`src/rtl/csr_priv_pkg.sv`:
```
// csr_priv_pkg: shared types and constants for the privileged CSR responder.
// The optional lock behaviour is controlled by the CSR_LOCK_EN macro (see csr_priv_responder).
package csr_priv_pkg;

  typedef enum logic [1:0] {
    PRIV_U    = 2'b00,
    PRIV_S    = 2'b01,
    PRIV_RSVD = 2'b10,
    PRIV_M    = 2'b11
  } priv_e;

  typedef enum logic [1:0] {
    RSP_OK     = 2'b00,
    RSP_PRIV   = 2'b01,
    RSP_DECODE = 2'b10,
    RSP_RO     = 2'b11
  } rsp_code_e;

  typedef enum logic [1:0] {
    ST_IDLE  = 2'b00,
    ST_CHECK = 2'b01,
    ST_RESP  = 2'b10
  } state_e;

  localparam int NUM_REGS = 8;

  localparam logic [2:0] SCRATCH_IDX   = 3'd0;
  localparam logic [2:0] STATUS_IDX    = 3'd1;
  localparam logic [2:0] CTRL_IDX      = 3'd2;
  localparam logic [2:0] VIOL_CNT_IDX  = 3'd3;
  localparam logic [2:0] STACK_REG_IDX = 3'd4;
  localparam logic [2:0] PC_REG_IDX    = 3'd5;
  localparam logic [2:0] EPC_IDX       = 3'd6;
  localparam logic [2:0] LOCK_IDX      = 3'd7;

  // Minimum privilege per register index; no address is exempt.
  localparam priv_e MIN_PRIV [NUM_REGS] = '{
    PRIV_U, PRIV_S, PRIV_S, PRIV_S, PRIV_M, PRIV_M, PRIV_M, PRIV_M
  };

endpackage

```
`src/rtl/csr_priv_checker.sv`:
```
// csr_priv_checker: combinational decode and privilege check for one request.
// Fault priority is DECODE > PRIV > RO/LOCK.
module csr_priv_checker
  import csr_priv_pkg::*;
#(
  parameter logic [11:0] BASE_ADDR = 12'h060
) (
  input  logic [11:0] addr_i,
  input  logic        write_i,
  input  logic [1:0]  priv_i,
  input  logic        lock_i,
  output logic        authorized_o,
  output rsp_code_e   code_o
);

  logic [11:0] offset;
  logic [2:0]  idx;
  logic        in_range;
  logic        protected_idx;

  assign offset        = addr_i - BASE_ADDR;
  assign idx           = offset[2:0];
  assign in_range      = (offset[11:3] == 9'd0);
  assign protected_idx = (idx == STACK_REG_IDX) || (idx == PC_REG_IDX) || (idx == EPC_IDX);

  // Resolve the single highest-priority fault code for the request.
  always_comb begin
    // NOTE: every output of a combinational block gets a default first so no path leaves it unassigned (no latch).
    code_o = RSP_OK;
    if (!in_range) begin
      code_o = RSP_DECODE;
    end else if ((priv_i == PRIV_RSVD) || (priv_i < MIN_PRIV[idx])) begin
      code_o = RSP_PRIV;
    end else if (write_i && ((idx == VIOL_CNT_IDX) || (lock_i && protected_idx))) begin
      code_o = RSP_RO;
    end
  end

  assign authorized_o = (code_o == RSP_OK);

endmodule

```
`src/rtl/csr_priv_responder.sv`:
```
// csr_priv_responder: target end of the privileged register-access interface.
// IDLE accepts a request, CHECK decodes/commits/faults, RESP holds the response.
// Optional feature macro: CSR_LOCK_EN (sticky LOCK[0] write-protects STACK_REG, PC_REG, EPC).
module csr_priv_responder
  import csr_priv_pkg::*;
#(
  parameter int          DATA_W     = 32,
  parameter logic [11:0] BASE_ADDR  = 12'h060,
  parameter int          VIOL_CNT_W = 8
) (
  input  logic              clk,
  input  logic              rst_n,
  input  logic              req_valid,
  output logic              req_ready,
  input  logic              req_write,
  input  logic [11:0]       req_addr,
  input  logic [DATA_W-1:0] req_wdata,
  input  logic [1:0]        req_priv,
  output logic              rsp_valid,
  input  logic              rsp_ready,
  output logic [DATA_W-1:0] rsp_rdata,
  output logic              rsp_err,
  output logic [1:0]        rsp_code,
  output logic              excp
);

  state_e                state_q, state_d;
  logic                  write_q;
  logic [11:0]           addr_q;
  logic [DATA_W-1:0]     wdata_q;
  logic [1:0]            priv_q;
  logic [DATA_W-1:0]     regs_q [NUM_REGS];
  logic [VIOL_CNT_W-1:0] viol_cnt_q, viol_cnt_d;
  logic [DATA_W-1:0]     rsp_rdata_q, rsp_rdata_d;
  logic                  rsp_err_q, rsp_err_d;
  rsp_code_e             rsp_code_q, rsp_code_d;

  logic                  authorized;
  rsp_code_e             chk_code;
  logic                  lock;
  logic [2:0]            idx;
  logic [DATA_W-1:0]     rd_val;
  logic [DATA_W-1:0]     wr_val;
  logic                  reg_we;

  // Low address bits of (addr - BASE_ADDR); range is checked in the checker.
  assign idx = addr_q[2:0] - BASE_ADDR[2:0];

`ifdef CSR_LOCK_EN
  assign lock = regs_q[LOCK_IDX][0];
`else
  assign lock = 1'b0;
`endif

  csr_priv_checker #(.BASE_ADDR(BASE_ADDR)) u_checker (
    .addr_i       (addr_q),
    .write_i      (write_q),
    .priv_i       (priv_q),
    .lock_i       (lock),
    .authorized_o (authorized),
    .code_o       (chk_code)
  );

  assign rd_val = (idx == VIOL_CNT_IDX) ? DATA_W'(viol_cnt_q) : regs_q[idx];

  // Write value; LOCK[0] can only be set, never cleared, when locking is built in.
  always_comb begin
    wr_val = wdata_q;
`ifdef CSR_LOCK_EN
    if (idx == LOCK_IDX) begin
      wr_val[0] = wdata_q[0] | regs_q[LOCK_IDX][0];
    end
`endif
  end

  // Next-state and response logic for the IDLE/CHECK/RESP sequence.
  always_comb begin
    state_d     = state_q;
    viol_cnt_d  = viol_cnt_q;
    rsp_rdata_d = rsp_rdata_q;
    rsp_err_d   = rsp_err_q;
    rsp_code_d  = rsp_code_q;
    reg_we      = 1'b0;
    excp        = 1'b0;
    case (state_q)
      ST_IDLE: begin
        if (req_valid) state_d = ST_CHECK;
      end
      ST_CHECK: begin
        state_d     = ST_RESP;
        rsp_err_d   = !authorized;
        rsp_code_d  = chk_code;
        rsp_rdata_d = '0;
        if (authorized) begin
          if (write_q) reg_we = 1'b1;
          else         rsp_rdata_d = rd_val;
        end else begin
          excp = 1'b1;
          if (viol_cnt_q != '1) viol_cnt_d = viol_cnt_q + 1'b1;
        end
      end
      ST_RESP: begin
        if (rsp_ready) state_d = ST_IDLE;
      end
      default: state_d = ST_IDLE;
    endcase
  end

  // State register.
  always_ff @(posedge clk or negedge rst_n) begin
    // NOTE: clocked state uses non-blocking assignments so every register samples pre-edge values.
    if (!rst_n) state_q <= ST_IDLE;
    else        state_q <= state_d;
  end

  // Request capture in IDLE; requests arriving in other states are not taken.
  always_ff @(posedge clk or negedge rst_n) begin
    if (!rst_n) begin
      write_q <= 1'b0;
      addr_q  <= '0;
      wdata_q <= '0;
      priv_q  <= '0;
    end else if (state_q == ST_IDLE && req_valid) begin
      write_q <= req_write;
      addr_q  <= req_addr;
      wdata_q <= req_wdata;
      priv_q  <= req_priv;
    end
  end

  // Register file, violation counter and held response fields.
  always_ff @(posedge clk or negedge rst_n) begin
    if (!rst_n) begin
      // NOTE: the register file is architecturally reset to zero, so it lives in flops with an explicit reset loop.
      for (int i = 0; i < NUM_REGS; i++) regs_q[i] <= '0;
      viol_cnt_q  <= '0;
      rsp_rdata_q <= '0;
      rsp_err_q   <= 1'b0;
      rsp_code_q  <= RSP_OK;
    end else begin
      if (reg_we) regs_q[idx] <= wr_val;
      viol_cnt_q  <= viol_cnt_d;
      rsp_rdata_q <= rsp_rdata_d;
      rsp_err_q   <= rsp_err_d;
      rsp_code_q  <= rsp_code_d;
    end
  end

  assign req_ready = rst_n && (state_q == ST_IDLE);
  assign rsp_valid = (state_q == ST_RESP);
  assign rsp_rdata = rsp_rdata_q;
  assign rsp_err   = rsp_err_q;
  assign rsp_code  = rsp_code_q;

endmodule

```
`config.mk`:
```
export PLATFORM = sky130hd
export DESIGN_NAME = csr_priv_responder
export DESIGN_NICKNAME = d
export VERILOG_FILES = /design/src/rtl/csr_priv_pkg.sv /design/src/rtl/csr_priv_checker.sv /design/src/rtl/csr_priv_responder.sv
export SDC_FILE = /design/constraint.sdc
export NUM_CORES = 1
export LEC_CHECK = 0
export BUFFER_PORTS_ARGS = -buffer_cell sky130_fd_sc_hd__buf_2
export CAP_MARGIN = 10
export CORE_UTILIZATION = 28
export DETAILED_ROUTE_END_ITERATION = 8
export HOLD_SLACK_MARGIN = 0.08
export PLACE_DENSITY = 0.5
export SLEW_MARGIN = 20
export SYNTH_ARGS = -nofsm -noshare
export SYNTH_HDL_FRONTEND = slang
export SYNTH_SLANG_ARGS = --single-unit
```
`constraint.sdc`:
```
create_clock -name clk -period 6 [get_ports clk]
set_input_delay 0.6 -clock clk [delete_from_list [all_inputs] [get_ports clk]]
set_output_delay 0.6 -clock clk [all_outputs]
set_load 0.05 [all_outputs]
```
==> Word level (Yosys, flattened, before mapping) <==
Memory sizes are Yosys's and may differ from the RTL's.
Index checks and enable logic that the tools add are counted.
{ "word_totals": {"reg_bits": 348, "romBits": 16, "elab_cells": 68, "n_memories": 1} }
{ "mem_list": {"columns": ["name", "depth", "width", "rd", "rd_ports_with_merged_regs", "write_ports", "line", "rtl"], "rows": [
  ["(name not given)", 8, 2, 1, 0, 0, "csr_priv_checker.sv:32", "end else if ((priv_i == PRIV_RSVD) || (priv_i < MIN_PRIV[idx])) begin"]
]} }
{ "classes": {"n_addsub": 2, "magnitude_cmp": 4, "eq_ne": 8, "n_mux": 22, "bitwise_logic": 3, "n_reduce_logical": 11} }
{ "ops": {"columns": ["op", "n"], "rows": [
  ["256-bit bitwise mux", 1],
  ["32-bit 2-to-1 mux", 6],
  ["32-bit binary-select mux with 3-bit select", 1],
  ["32-bit demux with 3-bit select", 1],
  ["2-bit 2-to-1 mux", 7],
  ["12-bit by 7-bit subtractor with 12-bit output (second input constant)", 1],
  ["9-bit logical NOT", 1],
  ["8-bit by 1-bit adder with 8-bit output (second input constant)", 1],
  ["4-bit greater-or-equal comparator (second input constant)", 2],
  ["8-bit inequality test (second input constant)", 1],
  ["3-bit inverter with 4-bit output", 2],
  ["3-bit by 2-bit equality test with 1-bit output (second input constant)", 2],
  ["2-bit case mux with 3 select lines", 1],
  ["1-bit 2-to-1 mux", 5],
  ["2-bit equality test (second input constant)", 2],
  ["1-bit logical AND", 4],
  ["2-bit logical NOT", 2],
  ["4-bit by 1-bit < comparator with 1-bit output (second input constant)", 1],
  ["3-bit AND reduction", 1],
  ["2-bit by 1-bit equality test with 1-bit output (second input constant)", 1],
  ["2-bit < comparator", 1],
  ["2-bit by 1-bit inequality test with 1-bit output (second input constant)", 1],
  ["2-bit inequality test (second input constant)", 1],
  ["2-bit AND reduction", 1],
  ["3 further kinds", 3]
]} }

==> Longest topological paths before layout <==
Gate-level depths: netlist of run 1.
{ "logic_depth": {"depth_word": 12, "mapped_depth": 10, "mapped_depth_nobuf": 6} }

==> Cells and area by module <==
A second synthesis of run 1 with hierarchy kept.
{ "unflattened": {"hier_cells": 902, "hier_area_um2": 13658.1} }
{ "by_module_without_submodules": {"columns": ["module", "n_inst", "cells_each", "area_per_inst_um2"], "rows": [
  ["csr_priv_responder", 1, 885, 13539.2],
  ["csr_priv_checker", 1, 17, 118.9]
]} }

==> Worst setup path after synthesis of run 1 <==
OpenSTA, ideal clock, no wires.
{ "synth_timing": {"kind": "flip-flop to flip-flop", "from": "register addr_q[2]", "to": "register regs_q[43] (netlist name)", "arrival_time_ns": 2.345, "required_time_ns": 5.875, "path_slack_ns": 3.531, "path_stages_with_launch": 11, "n_path_buf": 4, "synth_period_minus_slack_ns": 2.469, "cell_sequence": "dfrtp_1 > buf_2 > inv_1 > clkbuf_1 > ha_1 > o2111ai_1 > nor3_2 > and4_1 > clkbuf_2 > buf_4 > mux2_2"} }
{ "synth_via": {"elab_chain_len": 12, "elab_cells_between_ends": 23, "classes_between": "1 x add/sub; 3 x order compare; 1 x eq/ne; 10 x mux; 2 x bitwise; 5 x reduce/logical; 1 x memory"} }
{ "synth_rtl": {"columns": ["item", "line", "rtl"], "rows": [
  ["start, declared", "csr_priv_responder.sv:29", "logic [11:0] addr_q;"],
  ["start signal, assigned", "csr_priv_responder.sv:125", "addr_q <= req_addr;"],
  ["12-bit by 7-bit subtractor with 12-bit output", "csr_priv_checker.sv:21", "assign offset = addr_i - BASE_ADDR;"],
  ["3-bit inverter with 4-bit output (not written as such)", "csr_priv_checker.sv:32", null],
  ["memory read 8 x 2 bit", null, null],
  ["2-bit 2-to-1 mux (not written as such) (2 in a row)", "csr_priv_checker.sv:32", null],
  ["2-bit < comparator", "csr_priv_checker.sv:32", null],
  ["1-bit logical OR", "csr_priv_checker.sv:32", null],
  ["2-bit 2-to-1 mux", "csr_priv_checker.sv:32", null],
  ["2-bit 2-to-1 mux", "csr_priv_checker.sv:30", "if (!in_range) begin"],
  ["2-bit logical NOT", "csr_priv_checker.sv:39", "assign authorized_o = (code_o == RSP_OK);"],
  ["1-bit 2-to-1 mux", "csr_priv_responder.sv:94", "if (authorized) begin"],
  ["1-bit 2-to-1 mux", "csr_priv_responder.sv:85", "case (state_q)"],
  ["end signal, assigned by index", "csr_priv_responder.sv:141", "if (reg_we) regs_q[idx] <= wr_val;"],
  ["end, declared", "csr_priv_responder.sv:32", "logic [DATA_W-1:0] regs_q [NUM_REGS];"]
]} }
Parallel ways exist; a longest one is shown, timed or not. The select of a mux whose other input is x is not followed.
A chain may end at the register's enable or synchronous reset.

==> Worst setup path after layout of run 1 <==
{ "layout_timing": {"from": "register addr_q[2]", "to": "register regs_q[4] (netlist name)"} }
Same word-level chain as after synthesis.

==> results of run 1 <==
-- worst reg2reg max path, stage by stage (launching register included) --
cell and delay (ns):
dfrtp_4 0.68, inv_1 0.35, ha_1 0.42, o2111ai_1 0.23
nor3_2 0.38, nand4_1 0.83, buf_4 0.55, mux2_2 0.32
-- worst paths after layout --
kind | start | end | depth (start not counted)
max reg2reg | addr_q[2] | regs_q[4] | 7
min in group clk | rsp_ready | state_q[1] | 2
min | rst_n | wdata_q[0] | 1
max in group asynchronous | rst_n | addr_q[0] | 3
max | addr_q[2] | regs_q[4] | 7
min reg2reg | rsp_err | rsp_err | 1
-- registers in the layout (all words and copies together), names as in the netlist --
register    count
regs_q        224
rsp_rdata      32
wdata_q        32
addr_q         12
viol_cnt_q      8
priv_q          2
rsp_code        2
state_q         2
rsp_err         1
write_q         1
-- cell type report --
type	count	area, um^2
Clock buffer	54	1080
Clock inverter	11	111
Fill cell	4763	32000
Inverter	3	11.3
Multi-Input combinational cell	605	5500
Sequential cell	316	7910
Tap cell	615	769
Timing Repair Buffer	109	666
-- power groups by stage --
stage / Combinational [mW] / Sequential, mW / Clock, mW
2_1_floorplan: 0.835 / 2.58 / 0
3_3_place_gp: 1.20 / 2.76 / 0
3_5_place_dp: 1.21 / 2.76 / 0
4_1_cts: 1.21 / 2.73 / 2.30
5_1_grt: 1.29 / 2.77 / 2.38
6_report: 1.19 / 2.72 / 2.23
-- layer usage --
metal / vias to the layer above / track usage [%] / wire [um]
li1: 3839 / - / -
met2: 132 / 23.3 / 16200
met1: 4459 / 18.9 / 15900
met3: 61 / 2.73 / 1390
met5: - / 0 / 0
met4: 0 / 5.32 / 1030
-- synth_stat cells, drive strengths merged (2+ instances only) --
| library cell | n | area share (%) |
|---|---|---|
| a21oi | 36 | 1.3 |
| a22o | 45 | 2.9 |
| a22oi | 8 | 0.44 |
| a31oi | 10 | 0.46 |
| a41oi | 2 | 0.13 |
| and2 | 6 | 0.27 |
| and3 | 2 | 0.091 |
| and4 | 5 | 0.32 |
| buf | 36 | 1.4 |
| clkbuf | 33 | 0.93 |
| dfrtp | 316 | 58 |
| ha | 2 | 0.18 |
| inv | 3 | 0.082 |
| mux2 | 280 | 23 |
| mux2i | 61 | 4.5 |
| mux4 | 3 | 0.49 |
| nand2 | 26 | 0.71 |
| nand2b | 6 | 0.27 |
| nand3 | 6 | 0.22 |
| nand4 | 2 | 0.091 |
| nor2 | 31 | 0.85 |
| nor2b | 5 | 0.23 |
| nor3 | 3 | 0.15 |
| nor3b | 3 | 0.16 |
| nor4 | 2 | 0.091 |
| o211ai | 2 | 0.11 |
| o21ai | 20 | 0.73 |
| o221ai | 13 | 0.83 |
| o22ai | 16 | 0.73 |
| xnor2 | 3 | 0.19 |
-- logic make-up after synthesis --
family / count (synthesis) / share of synthesized area (%)
multiplexers: 344 / 28.0
flip-flops: 316 / 57.7
AO/OA/AOI/OAI: 157 / 7.96
AND/OR/NAND/NOR: 98 / 3.51
buffers and inverters: 72 / 2.44
XOR/XNOR: 4 / 0.256
adder cells (fa/ha/maj): 2 / 0.183
-- stage by stage --
step	cells	setup slack [ns]	utilization, %	instance area [um^2]	hold WS, ns
after global routing	1713	1.91	33.4	16000	0.132
after CTS	1711	2.07	33.3	16000	0.104
after detailed placement	1646	2.08	30.8	14800	0.463
after global placement	1646	2.14	30.8	14800	0.462
after floorplan	993	3.53	-	13700	0.304
final	1713	2.15	33.4	16000	0.0794
==> results.md, run 1 <==
- Port Buffer Count: 88
- Floorplan core area: 0.0480 mm^2
- Detailed placer's ending HPWL: 21,000 um
- TNS Setup: 0 ns
- Status: completed
- CTS H-tree lvls: 2
- Most frequent cells in the layout: 314 x dfrtp_1, 274 x mux2_2, 87 x buf_2
- Clock slew at reported path FFs: 0.06 ns
- DRT Pass-1 Iters: 4
- Post-synthesis net count: 1,046
- Commonest non-fill, non-tap cell in the layout: dfrtp_1
- WS Path Type: flip-flop to flip-flop
- IO Count: 89
- CP endpoint kind: flip-flop
- Slowest-stage cell, CP: nand4_1
- Reg2Reg Setup Slack: 2.15 ns
- Critical Path AT: 4.28 ns
- DRC Markers: 0
- Die area: 0.0498 mm^2
- Final Cycle Share: 64.2%
- Top_reg_cell synth: dfrtp_1
- Count of pins over their slew limit: 0
- Clk pwr share: 36.3%
- Max IR drop VDD: 0.157 mV
- Total Routing Usage GR: 14.3%
- Leak: 7.65 nW
- Unrepaired setup endpoints after global routing: false
- Post-Synthesis Cell Area: 0.0137 mm^2
- Number of gates resized after CTS: 0
- Setup Buffers After CTS: 0
- Antenna violations before repair: 0
- WL/cell: 20.2 um
- Congestion Overflow GR: 0
- Min Tclk post-route: 3.85 ns
- Post-route ant nets: 0
- Die Y: 223 um
- Crit path buf inv count: 2
- Vias in the first global route: 9,033
- Share of cells above drive strength 1: 41.2%
- Final #Nets: 1,125
- Worst Max-Slew Pin Slew: 1.11 ns
- Async set or reset register ratio after synthesis: 100%
- CTS root buf: clkbuf_16
- # setup viols final: 0
- Sw frac: 33.3%
- Initial DRC Count: 368
- Worst skew pair latency: 0.55 ns
- Clk sinks: 316
- Largest net degree at the start of global routing: 182
- Vias/cell: 4.96
- Startpoint types: flip-flop
- Final Total Pwr: 6.13 mW
- Max-cap viol count: 0
- P_sw: 2.04 mW
- Num CTS Buffers: 37
- Synthesis Warnings: 0
- Num rows: 80
- Via Count: 8,491
- CTS Buffer Depth: 3
- Synth Instances: 993
- Area Growth Syn to Fin: 17.1%
- Seq/Total Area, Yosys: 57.7%
- #FFs+latches synth: 316
- Die span in x: 223 um
- CP Max Fanout: 27
- Worst path cell trace: inv_1, ha_1, o2111ai_1, nor3_2, nand4_1, buf_4, mux2_2
- Worst hold-check path type: input port to asynchronous set/reset pin
- First-pass GRT wire length: 54,900 um
- Slew headroom: 25.8%
- Sequential Power Share: 44.3%
- Worst EP required: 6.43 ns
- Max Freq: 0.260 GHz
- GP Congestion: 0.748
- CTS tree: built
- Internal: 4.09 mW
- Critical Path Max Stage Delay: 0.83 ns
- Combinational share of power: 19.4%
- Top cell family by delay on the critical path: simple AND/OR/NAND/NOR gates
- Power density over the cells: 382 mW/mm^2
- Final wirelength: 34,500 um
- Syn avg cell area: 13.8 um^2
- Clock skew: 0.0181 ns
- Starting Density: 28.5%
- Fin. Hold Viols: 0
- Number of diodes: 0
- Post-synth EDFFs: 0
- Synth cell types: 42
- # hold bufs at CTS: 0
No activity file was read; power rests on OpenSTA's default activity.
==> run 2, diff against run 1 <==
==> constraint.sdc (replaced) <==
create_clock -name clk -period 3.89 [get_ports clk]
set_input_delay 0.389 -clock clk [delete_from_list [all_inputs] [get_ports clk]]
set_output_delay 0.389 -clock clk [all_outputs]
set_load 0.05 [all_outputs]
==> run 2 against run 1 <==
First-iteration DRC count is 15% higher. Global-route usage is 0.13 points higher. Clock skew is 0.00099 ns higher. Hold slack better by 0.022 ns. Combinational power grew 64%. Die area unchanged. Cell area is 1.4% higher. Cell count rose by 1.4%. Sequential power increased by 52%. Critical endpoint is now excp. Largest power group unchanged. Highest routed layer unchanged.
==> results.md, run 2 (synthesis results as in run 1) <==
- Status: completed
- Reg2reg start: addr_q[4]
- Sw frac: 33.3%
- Worst path cell trace: buf_12, nor2b_1, and2_1, o41a_1, buf_2
- Num CTS Buffers: 37
- Clock slew at reported path FFs: 0.06 ns
- Internal: 6.32 mW
- Hold Slack: 0.102 ns
- CTS Buffer Depth: 3
- Fin util: 33.9%
- # hold bufs at CTS: 21
- Pre-CTS setup slack: 0.925 ns
- Largest register FFs: 224
- WS Path Type: flip-flop to output port
- Via Count: 8,463
- Top cell family by delay on the critical path: buffers and inverters
- Starting Density: 28.5%
- Min Tclk post-route: 3.19 ns
- Num rows: 80
- Crit path buf inv count: 2
- Reg-to-Reg End: regs_q[91]
- Worst Hold End: wdata_q[21]
- Floorplan core area: 0.0480 mm^2
- Worst skew pair latency: 0.53 ns
- Reg2Reg Setup Slack: 0.90 ns
- Cell count of the worst reg-to-reg path: 6
- DRC Markers: 0
- Number of diodes: 0
- Count of pins over their slew limit: 0
- Slowest-stage cell, CP: o41a_1
- Critical Path AT: 2.80 ns
- Max-cap viol count: 0
- CTS root buf: clkbuf_16
- Sequential Power Share: 43.7%
- Hold path cells: 2
- Worst hold-check path type: input port to flip-flop
- Largest net degree at the start of global routing: 140
- Post-route ant nets: 0
- Max Freq: 0.314 GHz
- CTS H-tree lvls: 2
- Setup crit start: addr_q[2]
- DRT Pass-1 Iters: 4
- CP endpoint kind: output port
- Combinational share of power: 20.6%
- Startpoint types: flip-flop
- Critical Path Max Stage Delay: 0.56 ns
- Initial DRC Count: 423
- Worst Max-Slew Pin Slew: 0.956 ns
- Commonest non-fill, non-tap cell in the layout: dfrtp_1
- Hold wc startpoint: req_wdata[21]
- Antenna violations before repair: 1
- TNS Setup: 0 ns
- GP Congestion: 0.745
- Clk sinks: 316
- Vias in the first global route: 9,143
- Share of cells above drive strength 1: 40.6%
- Top reg by flops: regs_q
- Clk pwr share: 35.6%
- Vias/cell: 4.87
- Slew headroom: 36.1%
- Number of gates resized after CTS: 0
- Die area: 0.0498 mm^2
- CTS tree: built
- Final Cycle Share: 81.9%
- Unrepaired setup endpoints after global routing: false
- P_sw: 3.15 mW
- Setup Buffers After CTS: 0
- IO Count: 89
- Final Total Pwr: 9.47 mW
- Power density over the cells: 582 mW/mm^2
- Clock skew: 0.0190 ns
- Fin. Hold Viols: 0
- Final #Nets: 1,153
- Worst EP required: 3.50 ns
- Die Y: 223 um
- CP Max Fanout: 90
- Congestion Overflow GR: 0
- Area Growth Syn to Fin: 18.8%
- # setup viols final: 0
- Total Routing Usage GR: 14.5%
- Final wirelength: 34,900 um
- WL/cell: 20.1 um
- Port Buffer Count: 88
- Leak: 7.76 nW
- Detailed placer's ending HPWL: 21,600 um
- Post-route setup slack: 0.703 ns
- Die span in x: 223 um
- First-pass GRT wire length: 55,800 um
- Max IR drop VDD: 0.394 mV
- Most frequent cells in the layout: 314 x dfrtp_1, 274 x mux2_2, 87 x buf_2
[run 2: cell types whose count changed in the layout (fill, tap and decap cells not counted), sizes merged]
cell and change:
dlygate4sd3 +21, clkbuf -1, buf +7, clkinv -3
[run 2: stage by stage]
stage	area, um^2	std cells
6_report	16300	1737
5_1_grt	16300	1737
4_1_cts	16300	1737
3_5_place_dp	14900	1655
3_3_place_gp	14900	1655
2_1_floorplan	13700	993
[run 2: layout make-up]
cell class	instances	area [um^2]
Clock buffer	53	1070
Clock inverter	8	96.3
Fill cell	4690	31800
Inverter	3	11.3
Multi-Input combinational cell	605	5500
Sequential cell	316	7910
Tap cell	615	769
Timing Repair Buffer	137	921
[run 2: routing by layer]
| metal | GRT usage, % | vias up | wire length (um) |
|---|---|---|---|
| met5 | 0 | - | 0 |
| met4 | 4.40 | 0 | 786 |
| met3 | 2.37 | 46 | 1020 |
| met2 | 23.4 | 104 | 16600 |
| met1 | 19.8 | 4435 | 16500 |
| li1 | - | 3878 | - |
[run 2: power by group through the flow]
stage	clock network, mW	registers, mW	logic (mW)
floorplan	0	3.97	1.29
global placement	0	4.20	1.96
detailed placement	0	4.21	1.98
CTS	3.47	4.15	2.00
global route	3.63	4.22	2.12
finish	3.37	4.14	1.95
[run 2: worst max-delay path by stage]
stage	to	slack, ns	depth (start not counted)
floorplan	regs_q[43]	1.42	10
global placement	rsp_rdata[25]	0.97	7
detailed placement	regs_q[90]	0.92	6
CTS	excp	0.66	5
global route	excp	0.59	5
finish	excp	0.70	5
